===== src/rtl/veda_regfile.sv =====
// rtl/veda_regfile.sv - NRP-read/1-write register file with byte enables and a self-timed clear sweep
// Optional macro REGFILE_BYPASS_EN: same-edge read of the write address returns the merged write data.
module veda_regfile #(
    parameter int DW  = 32,
    parameter int AW  = 5,
    parameter int NRP = 2
) (
    input  logic                clk,
    input  logic                reset,
    input  logic                we,
    input  logic [AW-1:0]       waddr,
    input  logic [DW-1:0]       wdata,
    input  logic [DW/8-1:0]     wbe,
    input  logic [NRP-1:0]      rd_en,
    input  logic [NRP*AW-1:0]   raddr,
    output logic [NRP*DW-1:0]   rdata,
    output logic [NRP-1:0]      rvalid,
    input  logic                clr_req,
    output logic                busy
);
    localparam int DEPTH = 1 << AW;
    localparam int NB    = DW / 8;

    typedef enum logic {
        CLEAR = 1'b0,
        IDLE  = 1'b1
    } state_t;

    state_t              state_q, state_d;
    logic [AW-1:0]       ptr_q, ptr_d;
    logic [DW-1:0]       mem_q [DEPTH];
    logic [NRP*DW-1:0]   rdata_q;
    logic [NRP-1:0]      rvalid_q;
    logic [DW-1:0]       rd_word [NRP];
    logic                wr_accept;

    assign busy      = (state_q == CLEAR);
    assign wr_accept = (state_q == IDLE) && we && !clr_req;
    assign rdata     = rdata_q;
    assign rvalid    = rvalid_q;

    always_ff @(posedge clk or negedge reset) begin
        if (!reset) begin
            state_q <= CLEAR;
            ptr_q   <= '0;
        end else begin
            state_q <= state_d;
            ptr_q   <= ptr_d;
        end
    end

    always_comb begin
        state_d = state_q;
        ptr_d   = ptr_q;
        case (state_q)
            CLEAR: begin
                ptr_d = ptr_q + AW'(1);
                if (ptr_q == {AW{1'b1}}) state_d = IDLE;
            end
            IDLE: begin
                if (clr_req) begin
                    state_d = CLEAR;
                    ptr_d   = '0;
                end
            end
            default: state_d = CLEAR;
        endcase
    end

    // The array has no reset; the sweep zeroes one entry per cycle instead.
    always_ff @(posedge clk) begin
        if (state_q == CLEAR) begin
            mem_q[ptr_q] <= '0;
        end else if (wr_accept) begin
            for (int b = 0; b < NB; b++) begin
                if (wbe[b]) mem_q[waddr][8*b +: 8] <= wdata[8*b +: 8];
            end
        end
    end

`ifdef REGFILE_BYPASS_EN
    logic [DW-1:0] wmerge;
    always_comb begin
        for (int b = 0; b < NB; b++) begin
            wmerge[8*b +: 8] = wbe[b] ? wdata[8*b +: 8] : mem_q[waddr][8*b +: 8];
        end
    end

    always_comb begin
        for (int p = 0; p < NRP; p++) begin
            rd_word[p] = mem_q[raddr[p*AW +: AW]];
            if (wr_accept && (raddr[p*AW +: AW] == waddr)) rd_word[p] = wmerge;
        end
    end
`else
    always_comb begin
        for (int p = 0; p < NRP; p++) begin
            rd_word[p] = mem_q[raddr[p*AW +: AW]];
        end
    end
`endif

    always_ff @(posedge clk or negedge reset) begin
        if (!reset) begin
            rdata_q  <= '0;
            rvalid_q <= '0;
        end else begin
            for (int p = 0; p < NRP; p++) begin
                rvalid_q[p] <= rd_en[p];
                if (rd_en[p]) rdata_q[p*DW +: DW] <= busy ? '0 : rd_word[p];
            end
        end
    end
endmodule


===== config.mk =====
export PLATFORM = sky130hd
export DESIGN_NAME = veda_regfile
export DESIGN_NICKNAME = d
export VERILOG_FILES = /design/src/rtl/veda_regfile.sv
export SDC_FILE = /design/constraint.sdc
export NUM_CORES = 1
export LEC_CHECK = 0
export CAP_MARGIN = 20
export CORE_MARGIN = 10
export CORE_UTILIZATION = 50
export DETAILED_ROUTE_END_ITERATION = 7
export GPL_TIMING_DRIVEN = 0
export PLACE_DENSITY = 0.67
export SLEW_MARGIN = 20
export SYNTH_ARGS = -nofsm -noshare
export SYNTH_HDL_FRONTEND = slang
export SYNTH_SLANG_ARGS = --single-unit

===== constraint.sdc =====
create_clock -name clk -period 2.75 [get_ports clk]
set_input_delay 0.55 -clock clk [delete_from_list [all_inputs] [get_ports clk]]
set_output_delay 0.55 -clock clk [all_outputs]
set_load 0.05 [all_outputs]

* Word-level counts from Yosys, hierarchy flattened
Memories as Yosys holds them, arrays and structs flattened.
Cells that the tools add are included.
** Operators by class
- Bitwise logic cells :: 1
- $add $sub $neg :: 1
- Equal/unequal tests :: 2
- Reduce and logical (&&, ||, !) cells :: 4
- Muxes and demuxes :: 27
** Operators with widths (count)
- 32-bit two-way mux :: 3
- 32-bit OR reduction :: 1
- 1-bit two-way mux :: 19
- 5-bit two-way mux :: 2
- 5-bit case mux with 2 select lines :: 1
- 5-bit by 1-bit adder with 5-bit output (second input constant) :: 1
- 5-bit == test (second input constant) :: 1
- 4-bit two-way mux :: 1
- 1-bit logical AND :: 2
- 2-bit != test (second input constant) :: 1
- 1-bit case mux with 2 select lines :: 1
- 1-bit logical NOT :: 1
- 1-bit NOT :: 1
** Word-level totals
- RAM bits :: 1024
- Output and inout port bits :: 67
- Input port bits :: 57
- Register bits :: 72
- Logic and storage cells :: 41
- Memories kept :: 1
** Memory list
- mem_q :: words 32, bits a word 32, rd ports 2, clocked after memory_dff 0, wr ports 1, line 31 : logic [DW-1:0] mem_q [DEPTH];

* Depth between registers and ports, before layout
- Depth in word-level cells :: 7
- Gate-level depth with buffers :: 10
- Mapped depth without buffers :: 5

* Least setup slack after synthesis
Ideal clock, no wire load.
- Path kind :: input to register
- Start point :: in wbe[0]
- End point :: mem mem_q[27][24], enable pin
- Arrival :: 2123 ps
- Library setup time :: 371 ps
- Path slack :: 256 ps
- Cell stages on the path :: 6
- Buffers on the path :: 1
- Required time :: 2379 ps
- Cell sequence :: nor4_2 -> nand2_1 -> a21oi_1 -> a21oi_1 -> buf_4 -> nor2_1
** On the way
- Cells in the longest elaborated chain, start to end :: 6
- Elaborated cells on any way between the ends :: 7
- Classes of those cells :: 6 x mux; 1 x reduce/logical
** RTL lines
- start, declared :: line 13 : input logic [DW/8-1:0] wbe,
- 1-bit two-way mux (*) :: line 76 : if (wbe[b]) mem_q[waddr][8*b +: 8] <= wdata[8*b +: 8];
- 1-bit two-way mux (*) :: line 74 : end else if (wr_accept) begin
- 1-bit two-way mux (*) :: line 72 : if (state_q == CLEAR) begin
- 1-bit two-way mux (implied by the code) (*) :: line 76
- 32-bit OR reduction (no line) (*)
- 5-bit two-way mux (no line) or 4-bit two-way mux (tied branches)
- end, declared :: line 31
Every way passes the cells marked *; elsewhere a longest branch is shown, timed or not.

* Worst setup path in the final report
- Start point :: in raddr[7]
- End point :: reg rdata_q[59], in the netlist rdata[59]
** On the way
- Cells in the longest elaborated chain, start to end :: 2
** RTL lines
- start, declared :: line 15 : input logic [NRP*AW-1:0] raddr,
- memory read 32 x 32 bit
- 32-bit two-way mux :: line 110 : if (rd_en[p]) rdata_q[p*DW +: DW] <= busy ? '0 : rd_word[p];
- end signal, assigned by index :: line 110
- end, declared :: line 32 : logic [NRP*DW-1:0] rdata_q;
Every way passes these cells.
A chain may end at the register's enable or synchronous reset.

==> flow_metrics.tcl <==
set metrics [dict create \
    critPathKind "input pin to register" \
    fp.dieH_um 341.7 \
    cp_data_arrival_time_ns 3.40 \
    gate_family_responsible_for_the_most_delay_along_the_worst_path "buffers and inverters" \
    slew-limit-headroom_pct 20.47 \
    synth-edff-count 1024 \
    top_signal_layer_used "met4" \
    r2r.worst_path.cells 5 \
    synth_seq_cells 1096 \
    wirelength_met1_mm 63.92 \
    clockBufferDepth 3 \
    cts_tree "done" \
    run_status "complete, but fails checks" \
    die_x_um 341.7 \
    timing.critical_path.to_type "register" \
    netlist_top_cells_area "sky130_fd_sc_hd__edfxtp_1 (59%), sky130_fd_sc_hd__mux4_2 (11%), sky130_fd_sc_hd__mux2i_1 (8.8%)" \
    p_leak_nw 20.84 \
    drtAntennaViolNets 0 \
    num_io_pins 124 \
    max_cap_viol_count 0 \
    initial_core_util_pct 50.56 \
    finalWorstPathRequiredPeriod_ns 2.881 \
    ys_top_cells_by_count "sky130_fd_sc_hd__edfxtp_1 (1024), sky130_fd_sc_hd__mux2i_1 (456), sky130_fd_sc_hd__mux4_2 (256)" \
    finalMaxSlewViolations 0 \
    yosysTopAreaCellShare_pct 59.44 \
    critical_path_required_ns 3.27 \
    power-per-cell-area_nw_per_um2 755.6 \
    routed_via_density 6.899 \
    clock_sink_count 1096 \
    skew_pair_late_insertion_delay_ns 0.69 \
    worst_slack_ns -0.1311 \
    worst-path-stages 7 \
    synth.largest_area_cell "sky130_fd_sc_hd__edfxtp_1" \
    ffs_w_async_s_r_synth_pct 6.569 \
    met2RoutedLength_mm 77.71 \
    synthMostInstantiatedCell "sky130_fd_sc_hd__edfxtp_1" \
    post_synth_num_cell_types 47 \
    finalClockSkew_ns 0.01911 \
    nNetsFinal 3394 \
    place.gp.congestion 1.014 \
    clkTransAtPathRegs_ns 0.06 \
    grt_pass1_vias 33692 \
    place_hpwl_mm 126.0 \
    cp_max_fo 10 \
    pin_count_of_the_biggest_net_entering_global_routing 57 \
    violations_in_the_final_reports "negative setup slack" \
    maximum_ir_drop_on_the_vdd_rail_uv 547.1 \
    design.core.area_um2 102300 \
    drt-initial-drc-count 4645 \
    unrepaired_setup_endpoints_after_global_routing "yes" \
    timing.hold.ws_ns 0.3354 \
    cts-buffers-inserted 109 \
    drive_gt1_share_pct 29.83 \
    slowest_stage "sky130_fd_sc_hd__buf_1" \
    std_cell_rows 117 \
    wirelength_mm 171.3 \
    start_kind "input pin" \
    holdCritPathClass "input pin to async pin" \
    critical_path.cell_chain "buf_2 -> nor2b_1 -> buf_1 -> clkbuf_1 -> a221oi_1 -> o221ai_1 -> o22ai_1" \
    postSynthCellCount 3066 \
    global_route_wire_length_before_repair_mm 240.9 \
    detailroute.wirelength.met3_mm 20.13 \
    via_count 33079 \
    root_buffer "sky130_fd_sc_hd__clkbuf_16" \
    drc 0 \
    area_growth_pct 16.93 \
    synthesis.nets 3125 \
    timing.final.hold_violations 0 \
    timing.critical_path.slowest_cell_delay_ns 0.85 \
    yosys_warnings 0 \
    finalCritPeriodShare_pct 104.8 \
    detailedPlace.worstSlack_ns -1.594 \
    grt_overflow 0 \
    worst_slew_pin_slew_ns 1.193 \
    detail_route.wl_per_cell_um 35.72 \
    synth.yosys.seq_area_share_pct 62.92 \
    critical_path.n_buffers_inverters 3 \
    synth-main-ff-cell "sky130_fd_sc_hd__edfxtp_1" \
    place.port_buffers 117 \
    count_of_tritonroute_iterations_in_the_first_routing_pass 6 \
    htreeDepth 3 \
    avgSynthCellArea_um2 16.87 \
    mappedNetlistArea_um2 51730 \
    grt_antenna_before_repair 8 \
    die-area_um2 116700 \
    grtUsageTotal_pct 28.74 \
    max_freq_mhz 347.1 \
    setup_viol_count_final 42 \
    timing.setup.tns_ns -1.298 \
]
## worst reg2reg max path, delay by kind of cell (launching register included)
| family | cells | cell delay, ns |
|---|---|---|
| flip-flops | 1 | 0.40 |
| AND/OR/NAND/NOR | 2 | 1.04 |
| buffers and inverters | 2 | 0.68 |
| AO/OA/AOI/OAI | 1 | 0.23 |
## area by class of cell
| cell class | count | area [um^2] |
|---|---|---|
| Antenna cell | 1 | 2.502 |
| Buffer | 247 | 1335 |
| Clock buffer | 140 | 2967 |
| Clock inverter | 62 | 569.3 |
| Fill cell | 7534 | 41840 |
| Inverter | 34 | 127.6 |
| Multi-Input combinational cell | 1687 | 19200 |
| Sequential cell | 1096 | 32550 |
| Tap cell | 1368 | 1712 |
| Timing Repair Buffer | 160 | 2026 |
## what timing repair did
action                                   CTS  global route
buffers inserted                           7            23
endpoints found under the hold margin     16             0
endpoints found under the setup margin  2103          1990
gates resized for setup                  270           108
hold buffers                               1             0
pin swaps                                  0            24
## registers in the layout, summed over array words and instances (netlist names)
signal	cells
rdata	64
ptr_q	5
state_q	1
mem_q	1024
rvalid	2
## cell families (layout without fill, tap and decap cells)
logic type | Yosys count | count (layout) | synth area share, %
xor gates and xnor gates | 2 | 2 | 0.03387
and+or+nand+nor | 255 | 255 | 2.283
other | 0 | 1 | 0
buffers and inverters | 283 | 643 | 2.663
DFF | 1096 | 1096 | 62.92
adders and majority gates | 2 | 2 | 0.04836
AOI/OAI and AO/OA | 532 | 532 | 8.076
muxes | 896 | 896 | 23.97
## power by group
group / internal, W / switching (W) / leakage [nW]
Clock: 0.00853 / 0.00644 / 1.73
Sequential: 0.0201 / 0.000824 / 10.8
Combinational: 0.00331 / 0.00651 / 8.33
Total: 0.0319 / 0.0138 / 20.8
## layout by cell type (no fill, tap or decap), drive strengths merged, types with 6 or more instances in the layout
| cell | netlist | final |
|---|---|---|
| o2bb2ai | 28 | 28 |
| nor2 | 137 | 137 |
| mux2i | 456 | 456 |
| a221oi | 122 | 122 |
| a31oi | 9 | 9 |
| a21oi | 133 | 133 |
| o22ai | 65 | 65 |
| nor2b | 10 | 10 |
| clkinv | 1 | 45 |
| a22oi | 16 | 16 |
| mux2 | 184 | 184 |
| a41oi | 6 | 6 |
| nand2 | 28 | 28 |
| dfrtp | 72 | 72 |
| bufinv | 0 | 10 |
| nand3 | 12 | 12 |
| nor3 | 10 | 10 |
| inv | 33 | 36 |
| mux4 | 256 | 256 |
| a22o | 92 | 92 |
| clkdlybuf4s50 | 0 | 113 |
| nor4 | 7 | 7 |
| clkbuf | 125 | 265 |
| buf | 124 | 160 |
| and2 | 35 | 35 |
| edfxtp | 1024 | 1024 |
| o221ai | 58 | 58 |
| nand2b | 9 | 9 |
## through the flow
step                utilization [%]  instances  instance area [um^2]  total power, W
floorplan                         -       3066                 51730         0.02567
global placement              53.37       4551                 54610         0.02867
detailed placement            53.94       4563                 55200         0.02934
CTS                           58.36       4772                 59710         0.04491
global route                  59.11       4795                 60490         0.04686
finish                        59.11       4795                 60490         0.04571
## worst paths after layout
| check | from | end | slack (ns) |
|---|---|---|---|
| max in group asynchronous | reset | rdata[3]$_DFFE_PN0P_ | 1.77 |
| worst min-delay path | reset | rdata[61]$_DFFE_PN0P_ | 0.34 |
| worst max-delay path | raddr[7] | rdata[59]$_DFFE_PN0P_ | -0.13 |
| worst min register to register | rdata[27]$_DFFE_PN0P_ | rdata[27]$_DFFE_PN0P_ | 0.49 |
| min in group clk | rd_en[1] | rvalid[1]$_DFF_PN0_ | 0.37 |
| worst max register to register | state_q$_DFF_PN0_ | mem_q[15][10]$_DFFE_PP_ | 0.06 |
## metal layers
layer | track usage (%) | up-vias
met5 | 0 | -
met4 | 13.99 | 0
met3 | 7.640 | 448
met2 | 44.04 | 2138
met1 | 37.87 | 17198
li1 | - | 13295
Power figures use the tool's default switching activity.
